===== src/rtl/lock_sequencer.sv =====
// Code-entry controller: detects key presses, checks them against a stored code and
// sequences unlock, failed-entry error pulses and lockout.
module lock_sequencer #(
  parameter int unsigned                         N_KEYS      = 4,
  parameter int unsigned                         CODE_LEN    = 4,
  parameter logic [CODE_LEN*$clog2(N_KEYS)-1:0]  CODE        = 8'h1B,
  parameter int unsigned                         MAX_FAIL    = 3,
  parameter int unsigned                         UNLOCK_CYC  = 500,
  parameter int unsigned                         LOCKOUT_CYC = 1000,
  parameter int unsigned                         TIMEOUT_CYC = 2000
) (
  input  logic                             clk,
  input  logic                             rst_n,
  input  logic [N_KEYS-1:0]                key_sync,
  output logic                             unlock,
  output logic                             lockout,
  output logic                             err,
  output logic [$clog2(CODE_LEN+1)-1:0]    digit_cnt,
  output logic [$clog2(MAX_FAIL+1)-1:0]    fail_cnt
);

  localparam int unsigned KW   = $clog2(N_KEYS);
  localparam int unsigned DW   = $clog2(CODE_LEN + 1);
  localparam int unsigned FW   = $clog2(MAX_FAIL + 1);
  localparam int unsigned TMAX = (UNLOCK_CYC > LOCKOUT_CYC) ?
                                 ((UNLOCK_CYC > TIMEOUT_CYC) ? UNLOCK_CYC : TIMEOUT_CYC) :
                                 ((LOCKOUT_CYC > TIMEOUT_CYC) ? LOCKOUT_CYC : TIMEOUT_CYC);
  localparam int unsigned TW   = $clog2(TMAX + 1);

  localparam logic [TW-1:0] UNLOCK_LAST  = TW'(UNLOCK_CYC - 1);
  localparam logic [TW-1:0] LOCKOUT_LAST = TW'(LOCKOUT_CYC - 1);
  localparam logic [TW-1:0] TIMEOUT_LAST = TW'(TIMEOUT_CYC - 1);
  localparam logic [DW-1:0] DIGIT_LAST   = DW'(CODE_LEN - 1);
  localparam logic [FW-1:0] FAIL_LAST    = FW'(MAX_FAIL - 1);
  localparam logic [FW-1:0] FAIL_MAX     = FW'(MAX_FAIL);

  typedef enum logic [1:0] {ST_ENTRY, ST_OPEN, ST_LOCKOUT} state_e;

  state_e            state_q, state_d;
  logic [N_KEYS-1:0] key_prev_q;
  logic              mismatch_q, mismatch_d;
  logic [TW-1:0]     timer_q, timer_d;
  logic [DW-1:0]     digit_cnt_q, digit_cnt_d;
  logic [FW-1:0]     fail_cnt_q, fail_cnt_d;
  logic              unlock_q, unlock_d;
  logic              lockout_q, lockout_d;
  logic              err_q, err_d;

  logic [N_KEYS-1:0] rise;
  logic              press;
  logic              multi;
  logic [KW-1:0]     digit;
  logic [KW-1:0]     exp_digit;
  logic              miss;

  always_comb begin
    rise      = key_sync & ~key_prev_q;
    press     = |rise;
    multi     = press && !$onehot(rise);
    digit     = '0;
    exp_digit = '0;
    for (int unsigned i = 0; i < N_KEYS; i++) begin
      if (rise[i]) digit = KW'(i);
    end
    for (int unsigned i = 0; i < CODE_LEN; i++) begin
      if (digit_cnt_q == DW'(i)) exp_digit = CODE[i*KW +: KW];
    end
    miss = mismatch_q | multi | (digit != exp_digit);
  end

  always_comb begin
    state_d     = state_q;
    mismatch_d  = mismatch_q;
    timer_d     = timer_q;
    digit_cnt_d = digit_cnt_q;
    fail_cnt_d  = fail_cnt_q;
    unlock_d    = unlock_q;
    lockout_d   = lockout_q;
    err_d       = 1'b0;
    case (state_q)
      ST_ENTRY: begin
        if (press) begin
          timer_d = '0;
          if (digit_cnt_q == DIGIT_LAST) begin
            digit_cnt_d = '0;
            mismatch_d  = 1'b0;
            if (!miss) begin
              state_d    = ST_OPEN;
              unlock_d   = 1'b1;
              fail_cnt_d = '0;
            end else if (fail_cnt_q == FAIL_LAST) begin
              state_d    = ST_LOCKOUT;
              lockout_d  = 1'b1;
              err_d      = 1'b1;
              fail_cnt_d = FAIL_MAX;
            end else begin
              err_d      = 1'b1;
              fail_cnt_d = fail_cnt_q + 1'b1;
            end
          end else begin
            digit_cnt_d = digit_cnt_q + 1'b1;
            mismatch_d  = miss;
          end
        end else if (digit_cnt_q != '0) begin
          // Abandoned partial entry: silently discarded, failure count untouched.
          if (timer_q == TIMEOUT_LAST) begin
            timer_d     = '0;
            digit_cnt_d = '0;
            mismatch_d  = 1'b0;
          end else begin
            timer_d = timer_q + 1'b1;
          end
        end
      end
      ST_OPEN: begin
        if (timer_q == UNLOCK_LAST) begin
          state_d  = ST_ENTRY;
          unlock_d = 1'b0;
          timer_d  = '0;
        end else begin
          timer_d = timer_q + 1'b1;
        end
      end
      ST_LOCKOUT: begin
        if (timer_q == LOCKOUT_LAST) begin
          state_d    = ST_ENTRY;
          lockout_d  = 1'b0;
          fail_cnt_d = '0;
          timer_d    = '0;
        end else begin
          timer_d = timer_q + 1'b1;
        end
      end
      default: state_d = ST_ENTRY;
    endcase
  end

  always_ff @(posedge clk or negedge rst_n) begin
    if (!rst_n) begin
      state_q     <= ST_ENTRY;
      key_prev_q  <= '0;
      mismatch_q  <= 1'b0;
      timer_q     <= '0;
      digit_cnt_q <= '0;
      fail_cnt_q  <= '0;
      unlock_q    <= 1'b0;
      lockout_q   <= 1'b0;
      err_q       <= 1'b0;
    end else begin
      state_q     <= state_d;
      key_prev_q  <= key_sync;
      mismatch_q  <= mismatch_d;
      timer_q     <= timer_d;
      digit_cnt_q <= digit_cnt_d;
      fail_cnt_q  <= fail_cnt_d;
      unlock_q    <= unlock_d;
      lockout_q   <= lockout_d;
      err_q       <= err_d;
    end
  end

  assign unlock    = unlock_q;
  assign lockout   = lockout_q;
  assign err       = err_q;
  assign digit_cnt = digit_cnt_q;
  assign fail_cnt  = fail_cnt_q;

endmodule


===== config.mk =====
export PLATFORM = sky130hd
export DESIGN_NAME = lock_sequencer
export DESIGN_NICKNAME = d
export VERILOG_FILES = /design/src/rtl/lock_sequencer.sv
export SDC_FILE = /design/constraint.sdc
export NUM_CORES = 1
export LEC_CHECK = 0
export BUFFER_PORTS_ARGS = -buffer_cell sky130_fd_sc_hd__buf_2
export CAP_MARGIN = 15
export CORE_MARGIN = 5
export CORE_UTILIZATION = 58
export CTS_CLUSTER_SIZE = 12
export DETAILED_ROUTE_END_ITERATION = 8
export PLACE_DENSITY_LB_ADDON = 0.3
export SYNTH_ARGS = -nofsm -noshare
export SYNTH_HDL_FRONTEND = slang
export SYNTH_SLANG_ARGS = --single-unit

===== constraint.sdc =====
create_clock -name clk -period 2.89 [get_ports clk]
set_clock_uncertainty 0.05 [all_clocks]
set_input_delay 0.7225 -clock clk [delete_from_list [all_inputs] [get_ports clk]]
set_output_delay 0.7225 -clock clk [all_outputs]
set_load 0.02 [all_outputs]

==> run_results.csv, run 1 <==
group,metric,value,unit
status,outcome,"completed",
global_route,grt_usage,0.176,
run,drv_cap,0,
sta,period_share,0.898,
sta,rsz0062_at_grt,"no",
worst_setup_path,start_kind,"input port",
clocking,clock-root-buffer,"clkbuf_4",
synth,netlist_area,1580,sq um
route,vias,1277,
sta,period_minus_slack,2.60,ns
power_and_ir_drop,power_leakage,0.808,nW
synth,ys_ff_latch,26,
sta,timing.final.hold_violations,0,
synth,synth_edf_count,0,
floorplan,die_h,62.2,microns
floorplan,ioPinCount,14,
clocking,cts_sinks,26,
route,drc,0,
global_route,grt_max_degree,27,
floorplan,initial_core_util,0.589,
finish,area_growth_syn_to_layout,11.3,%
worst_setup_path,required,3.08,ns
placement,dp.cells,213,
synth,synth.distinct_cells,44,
global_route,grt_pass1_wl,5600,microns
finish,drive_gt1_frac,0.167,
worst_setup_path,critPathKind,"in -> reg",
route,dr.pass1.iters,4,
worst_setup_path,critPathMaxFanout,5,
clocking,cts_tree,"built",
placement,dp_hpwl,2410,microns
placement,preCtsSetupSlack,-0.0726,ns
sta,fmax,385,MHz
placement,gp_congestion,0.903,
floorplan,die_area,3870,sq um
route,via_per_inst,5.88,
clocking,post_cts_buffers,0,
sta,holdWs,0.310,ns
placement,port_buffers,13,
clocking,clk_latency,0.33,ns
power_and_ir_drop,p_per_area,851,nW/um^2
route,antenna_left,0,
finish,finalNetCount,206,
sta,final.setup.worst_slack,0.294,ns
clocking,cts_buffer_depth,2,
route,drt_iter0_drc,66,
clocking,path_clk_slew,0.15,ns
sta,report.final.slew_viol_count,0,
clocking,cts_hold_buf,0,
synth,syn_nets,185,
sta,slew_headroom,0.617,
synth,syn-mean-instance-area,9.53,sq um
sta,setup_violations,0,
global_route,first_global_vias,1249,
floorplan,die_w,62.2,microns
synth,synthArstFlopShare,1.00,
global_route,grt_overflow_total,0,
sta,tightest_slew,0.574,ns
floorplan,num_rows,19,
finish,fin_cells,217,
power_and_ir_drop,ir_drop,0.000546,V
finish,diodes,0,
worst_setup_path,critical_path_arrival,2.79,ns
route,drt_wl_total,3130,microns
clocking,htreeDepth,1,
synth,yosysSeqAreaShare,0.411,
worst_setup_path,cp-end-kind,"register",
floorplan,core_area,2690,sq um
global_route,antenna_found_initial,0,
synth,synthCells,166,
synth,synth-main-ff-cell,"dfrtp_1",
clocking,cts-buffers-inserted,3,
synth,yosys_warnings,0,
clocking,ctsResizeCount,0,
worst_hold_path,hold_path_class,"in -> async",
route,wl_per_cell,14.4,microns
==> final cells by class <==
type                    count  area (sq um)
clock inverters             1          30.0
multi-input cells         126           878
fillers                   215           926
well taps                  31          38.8
flip-flops and latches     26           651
clock buffers               3          22.5
repair buffers             16          87.6
inverters                  14          52.6
==> placed cells by master (no fill, tap or decap), types with 2 or more instances in the layout <==
master and count:
o211ai_1 2, or3_1 3, o21ai_0 10, a21boi_0 2, a21oi_1 5, clkbuf_4 3
nand3_1 11, a22o_1 3, o31ai_1 4, inv_1 14, xnor2_1 3, nand2b_1 6
buf_4 3, or4_1 2, nor2b_1 3, nand2_1 14, ha_1 12, nor3_2 2
and3_1 2, xor2_1 2, nor2_1 16, dfrtp_1 26, buf_2 13
==> state kept, by name, summed over array words and instances, names as in the netlist <==
register and flops:
digit_cnt 3, key_prev_q 4, fail_cnt 2, mismatch_q 1, timer_q 11, unlock 1
lockout 1, state_q 2, err 1
==> cells by family (layout without fill, tap and decap cells) <==
group                    count (synthesis)  after routing  share of synthesized area
buffers and inverters                   14             34                     0.0332
AND/OR/NAND/NOR                         67             67                      0.227
adder cells (fa/ha/maj)                 13             13                      0.108
multiplexers                             1              1                    0.00712
XOR/XNOR                                 5              5                     0.0277
flip-flops                              26             26                      0.411
AO/OA/AOI/OAI                           40             40                      0.186
==> power breakdown <==
part	internal, mW	total, mW	switching [mW]
Sequential	0.435	0.497	0.0629
Combinational	0.293	0.750	0.457
Clock	0.140	0.252	0.111
Total	0.868	1.50	0.631
==> worst paths after layout <==
check | to | slack, ns | from | cells past startpoint
min in group clk | key_prev_q[0] | 0.46 | key_sync[0] | 1
min | state_q[1] | 0.31 | rst_n | 1
max | lockout | 0.29 | key_sync[0] | 11
min reg2reg | fail_cnt[0] | 0.49 | fail_cnt[0] | 2
max reg2reg | lockout | 0.36 | key_prev_q[3] | 11
max in group asynchronous | key_prev_q[2] | 2.10 | rst_n | 1
==> synth_stat cells (2+ instances only) <==
cell type,number,area share
dfrtp_1,26,0.41
nor2_1,16,0.038
inv_1,14,0.033
nand2_1,14,0.033
ha_1,12,0.095
nand3_1,11,0.035
o21ai_0,10,0.032
nand2b_1,6,0.024
a21oi_1,5,0.016
o31ai_1,4,0.019
a22o_1,3,0.017
nor2b_1,3,0.012
or3_1,3,0.012
xnor2_1,3,0.017
a21boi_0,2,0.0095
and3_1,2,0.0079
nor3_2,2,0.013
o211ai_1,2,0.0095
or4_1,2,0.0095
xor2_1,2,0.011
==> per-stage QoR <==
step	util	power, mW	area, sq um	setup TNS (ns)
floorplan	-	1.04	1580	0
global placement	0.636	1.21	1710	0
detailed placement	0.636	1.24	1710	-0.141
CTS	0.655	1.50	1760	0
global route	0.655	1.61	1760	0
finish	0.655	1.50	1760	0
==> metal layers <==
layer  routed length (microns)  vias up  part of all wire  track usage
met2                      1490       23              0.47        0.288
li1                          -      633                 -            -
met5                         0        -                 0            0
met1                      1470      616              0.47        0.229
met4                        49        0             0.016       0.0705
met3                       131        5             0.042       0.0324
==> worst max-delay path, cell delays in order <==
cell	delay (ns)
buf_2	0.08
nor2b_1	0.22
fa_1	0.43
ha_1	0.20
ha_1	0.27
nor2_1	0.10
nand2_1	0.07
a21oi_1	0.13
o21ai_0	0.20
a31o_2	0.29
o31ai_1	0.06
No activity file was read; power rests on OpenSTA's default activity.
==> run 2, diff against run 1 <==
--- a/config.mk
+++ b/config.mk
@@ -12,6 +12,7 @@
 export CTS_CLUSTER_SIZE = 12
 export DETAILED_ROUTE_END_ITERATION = 8
 export PLACE_DENSITY_LB_ADDON = 0.3
+export SETUP_SLACK_MARGIN = 0.3
 export SYNTH_ARGS = -nofsm -noshare
 export SYNTH_HDL_FRONTEND = slang
 export SYNTH_SLANG_ARGS = --single-unit
==> run 2 against run 1 <==
- non-clock buffer count rose by 1
- via count up 4.5%
- hold slack lost 0.010 ns
- utilization is 2.2 points higher
- critical endpoint is now state_q[1]
- highest routed layer unchanged
==> run_results.csv, run 2 (synthesis results as in run 1) <==
group,metric,value,unit
status,outcome,"completed",
clocking,cts_tree,"built",
global_route,antenna_found_initial,0,
sta,rsz0062_at_grt,"no",
route,drt_iter0_drc,55,
worst_setup_path,critical_path_arrival,2.65,ns
finish,diodes,0,
clocking,path_clk_slew,0.16,ns
sta,tns,0,ns
floorplan,ioPinCount,14,
clocking,cts_buffer_depth,2,
clocking,cts_sinks,26,
power_and_ir_drop,pwr-share-clk,0.169,
floorplan,core_area,2690,sq um
finish,top_register,"timer_q",
sta,fmax,404,MHz
sta,period_share,0.857,
power_and_ir_drop,netSwitchingPower,0.664,mW
finish,finalNetCount,207,
placement,gp_congestion,0.920,
floorplan,die_area,3870,sq um
finish,area_growth_syn_to_layout,15.1,%
route,antenna_left,0,
global_route,first_global_vias,1330,
finish,largest_reg_flops,11,
clocking,cts-buffers-inserted,3,
finish,layout_commonest_cell,"dfrtp_1",
power_and_ir_drop,p_per_area,848,nW/um^2
sta,slew_headroom,0.618,
floorplan,die_w,62.2,microns
power_and_ir_drop,p_comb_frac,0.507,
clocking,clock-root-buffer,"clkbuf_4",
worst_setup_path,cp-end-kind,"register",
global_route,grt_pass1_wl,5860,microns
route,drt_wl_total,3410,microns
power_and_ir_drop,switching_share,0.430,
route,vias,1335,
finish,fin_util,0.678,
clocking,htreeDepth,1,
finish,final_cell_mix,"dfrtp_1, nor2_1, nand2_1",
sta,report.final.slew_viol_count,0,
route,dr.pass1.iters,4,
sta,setup_violations,0,
worst_setup_path,r2r_setup_slack,0.45,ns
route,drc,0,
global_route,grt_max_degree,27,
global_route,grt_overflow_total,0,
power_and_ir_drop,p_int,0.880,mW
worst_hold_path,hold_path_class,"in -> async",
power_and_ir_drop,seq_power_share,0.324,
floorplan,initial_core_util,0.589,
worst_setup_path,r2r_cells,6,
worst_setup_path,critPathMaxFanout,4,
power_and_ir_drop,ir_drop,0.000606,V
finish,drive_gt1_frac,0.225,
clocking,clk_latency,0.34,ns
worst_setup_path,critPathKind,"in -> reg",
sta,period_minus_slack,2.48,ns
global_route,grt_usage,0.181,
sta,timing.final.hold_violations,0,
floorplan,die_h,62.2,microns
sta,tightest_slew,0.574,ns
worst_setup_path,required,3.07,ns
run,drv_cap,0,
route,wl_per_cell,15.6,microns
route,via_per_inst,6.12,
power_and_ir_drop,power_leakage,0.824,nW
placement,port_buffers,13,
power_and_ir_drop,power,1.54,mW
floorplan,num_rows,19,
placement,dp_hpwl,2480,microns
worst_setup_path,rr_endpoint,"timer_q[4]",
worst_setup_path,start_kind,"input port",
worst_setup_path,r2r-start,"timer_q[3]",
[run 2: cell count changes in the layout (fill, tap and decap cells not counted), moves of 2 or more]
cell / delta
nand2b_1: -2
inv_1: -2
nand2b_4: +2
ha_1: -2
inv_2: +2
[run 2: worst max path at each step]
stage	endpoint	depth (start not counted)	slack, ns	start
floorplan	lockout	10	0.30	key_sync[0]
detailed placement	state_q[1]	12	-0.02	key_sync[1]
CTS	state_q[1]	12	0.35	key_sync[1]
global placement	state_q[1]	11	0.07	key_sync[0]
global route	state_q[1]	12	0.31	key_sync[1]
finish	state_q[1]	12	0.41	key_sync[1]
[run 2: critical path: stages]
cell	delay [ns]
buf_2	0.12
nand2b_4	0.07
inv_2	0.05
fa_1	0.54
ha_2	0.19
ha_4	0.19
nor2_1	0.08
nand2_1	0.09
nor2_1	0.12
o211ai_1	0.18
a21oi_1	0.20
o32ai_2	0.09
[run 2: area by class of cell]
class / count / area, sq um
multi-input combinational: 126 / 931
fill: 213 / 866
sequential: 26 / 651
timing repair buffer: 17 / 95.1
clock inverter: 1 / 30.0
tap: 31 / 38.8
clock buffer: 3 / 22.5
inverter: 14 / 52.6
[run 2: per-layer routing]
metal,up-vias,share of wire,GRT usage
li1,640,-,-
met1,651,0.47,0.247
met2,35,0.47,0.278
met3,9,0.043,0.0324
met4,0,0.022,0.0813
met5,-,0,0
[run 2: power groups by stage]
| stage | Combinational, mW | Sequential [mW] | Clock [mW] |
|---|---|---|---|
| 2_1_floorplan | 0.515 | 0.539 | 0 |
| 5_1_grt | 0.875 | 0.511 | 0.278 |
| 3_3_place_gp | 0.719 | 0.500 | 0 |
| 3_5_place_dp | 0.752 | 0.503 | 0 |
| 6_report | 0.783 | 0.500 | 0.261 |
| 4_1_cts | 0.753 | 0.498 | 0.258 |
[run 2: repair_timing]
action / 4_1_cts / 5_1_grt
resized for setup: 0 / 7
endpoints found under the setup margin: 0 / 2
hold buffers: 0 / 0
buffers inserted: 0 / 3
[run 2: per-stage QoR]
stage | instances | area (sq um) | hold WS (ns) | setup WS, ns
after floorplan | 166 | 1600 | 0.377 | 0.303
after global placement | 211 | 1710 | 0.432 | 0.0691
after detailed placement | 211 | 1710 | 0.455 | -0.0166
after CTS | 215 | 1760 | 0.332 | 0.354
after global routing | 218 | 1820 | 0.344 | 0.307
final | 218 | 1820 | 0.300 | 0.414
==> run 3, diff against run 2 <==
--- a/config.mk
+++ b/config.mk
@@ -7,8 +7,11 @@
 export LEC_CHECK = 0
 export BUFFER_PORTS_ARGS = -buffer_cell sky130_fd_sc_hd__buf_2
 export CAP_MARGIN = 15
+export CELL_PAD_IN_SITES_DETAIL_PLACEMENT = 1
+export CELL_PAD_IN_SITES_GLOBAL_PLACEMENT = 2
 export CORE_MARGIN = 5
-export CORE_UTILIZATION = 58
+export CORE_UTILIZATION = 37
+export CTS_BUF_LIST = sky130_fd_sc_hd__clkbuf_16
 export CTS_CLUSTER_SIZE = 12
 export DETAILED_ROUTE_END_ITERATION = 8
 export PLACE_DENSITY_LB_ADDON = 0.3
==> run 3 against run 2 <==
- via count is 2.9% lower
- critical path type unchanged
- cell count increased by 7.8%
- utilization is 22 points lower
- critical path depth is the same
- worst setup slack worse by 0.14 ns
- largest power group unchanged
- register-to-register slack got worse by 0.02 ns
==> run_results.csv, run 3 (synthesis results as in run 1) <==
group,metric,value,unit
sta,timing.final.hold_violations,0,
placement,dp.cells,230,
worst_setup_path,rr_endpoint,"state_q[1]",
sta,period_share,0.905,
clocking,clk_latency,0.27,ns
worst_setup_path,cp_slowest_cell,"fa_1",
clocking,cts_hold_buf,0,
floorplan,core_area,4090,sq um
sta,report.final.slew_viol_count,0,
route,via_per_inst,5.51,
sta,slew_headroom,0.589,
finish,drive_gt1_frac,0.211,
placement,gp_congestion,0.834,
worst_hold_path,hold_path_class,"in -> async",
sta,tightest_slew,0.616,ns
global_route,grt_usage,0.151,
placement,dp_hpwl,2980,microns
sta,setup_violations,0,
finish,layout_commonest_cell,"dfrtp_1",
finish,finalNetCount,205,
route,wl_per_cell,16.5,microns
finish,top_register,"timer_q",
worst_setup_path,required,2.97,ns
floorplan,die_w,75.4,microns
worst_setup_path,critPathKind,"in -> reg",
floorplan,ioPinCount,14,
clocking,path_clk_slew,0.07,ns
worst_setup_path,start_kind,"input port",
route,drc,0,
worst_setup_path,max_stage_delay,0.54,ns
finish,fin_util,0.457,
placement,preCtsSetupSlack,-0.0599,ns
global_route,antenna_found_initial,0,
floorplan,die_h,75.4,microns
sta,rsz0062_at_grt,"yes",
clocking,htreeDepth,1,
power_and_ir_drop,ir_drop,0.000295,V
sta,fmax,382,MHz
finish,final_cell_mix,"dfrtp_1, nor2_1, nand2_1",
route,drt_iter0_drc,31,
status,outcome,"completed",
finish,fin_cells,235,
worst_setup_path,critPathMaxFanout,6,
finish,area_growth_syn_to_layout,18.0,%
floorplan,die_area,5680,sq um
floorplan,initial_core_util,0.387,
sta,period_minus_slack,2.62,ns
worst_setup_path,cp-end-kind,"register",
clocking,clock-root-buffer,"clkbuf_16",
floorplan,num_rows,23,
sta,tns,0,ns
placement,port_buffers,13,
worst_setup_path,r2r-start,"key_prev_q[1]",
clocking,cts_buffer_depth,2,
finish,largest_reg_flops,11,
clocking,cts_tree,"built",
worst_setup_path,r2r_cells,11,
route,antenna_left,0,
global_route,grt_max_degree,27,
route,vias,1296,
worst_setup_path,crit_chain,"buf_8 > nand2b_4 > inv_4 > fa_1 > ha_2 > ha_4 > nor2_1 > nand2_1 > nor2_1 > o211ai_1 > a21oi_2 > o32ai_2",
worst_setup_path,critical_path_arrival,2.70,ns
global_route,first_global_vias,1379,
worst_setup_path,r2r_setup_slack,0.43,ns
power_and_ir_drop,p_per_area,858,nW/um^2
global_route,grt_overflow_total,0,
clocking,cts-buffers-inserted,3,
route,drt_wl_total,3890,microns
power_and_ir_drop,power_leakage,0.829,nW
finish,diodes,0,
route,dr.pass1.iters,4,
clocking,cts_sinks,26,
run,drv_cap,0,
global_route,grt_pass1_wl,6600,microns
worst_setup_path,crit_path_frequent_cell,"nor2_1",
sta,final.setup.worst_slack,0.274,ns
==> run 3: cell count changes in the layout (fill, tap and decap cells not counted), sizes merged <==
| cell | change |
|---|---|
| buf | -2 |
| bufinv | -1 |
| clkinv | +1 |
==> run 3: report_power, final <==
group	internal, mW	switching [mW]	total (mW)
combinational	0.305	0.481	0.786
clock	0.185	0.130	0.316
sequential	0.435	0.0643	0.500
total	0.926	0.675	1.60
==> run 3: per-layer routing <==
layer  GRT usage  part of all wire  routed length, microns
met1       0.192              0.46                    1780
met2       0.270              0.51                    1990
met3      0.0198             0.023                      90
met4      0.0350            0.0049                      19
met5           0                 0                       0
==> run 3: final cells by class <==
| cell class | instances | area (sq um) |
|---|---|---|
| multi-input combinational | 126 | 930 |
| tap | 50 | 62.6 |
| inverter | 14 | 55.1 |
| clock inverter | 1 | 3.75 |
| clock buffer | 3 | 75.1 |
| sequential | 26 | 651 |
| timing repair buffer | 15 | 90.1 |
| fill | 475 | 2220 |
==> run 3: worst max-delay path by stage <==
| stage | from | to | slack, ns | cells past startpoint |
|---|---|---|---|---|
| 6_report | key_sync[3] | state_q[1] | 0.27 | 12 |
| 5_1_grt | key_sync[3] | unlock | 0.14 | 11 |
| 4_1_cts | key_sync[0] | state_q[1] | 0.31 | 11 |
| 3_5_place_dp | key_sync[1] | state_q[1] | -0.06 | 12 |
| 3_3_place_gp | key_sync[0] | state_q[1] | 0.08 | 11 |
| 2_1_floorplan | key_sync[0] | lockout | 0.30 | 10 |
==> run 3: critical path: cells and delay by family <==
kind / cells / cell delay, ns
buf+inv: 2 / 0.14
fa+ha+maj: 3 / 0.94
simple gates: 4 / 0.40
compound gates: 3 / 0.48
==> run 3: stage by stage <==
stage	total power, mW	hold WS, ns	cell area [sq um]
2_1_floorplan	1.05	0.377	1600
3_3_place_gp	1.24	0.432	1730
3_5_place_dp	1.28	0.462	1730
4_1_cts	1.62	0.437	1830
5_1_grt	1.73	0.469	1870
6_report	1.60	0.415	1870
==> run 3: what timing repair did <==
action                     4_1_cts  5_1_grt
resized for setup                4        6
buffers inserted                 0        1
setup endpoints to repair        2        6
pin swaps                        2        9
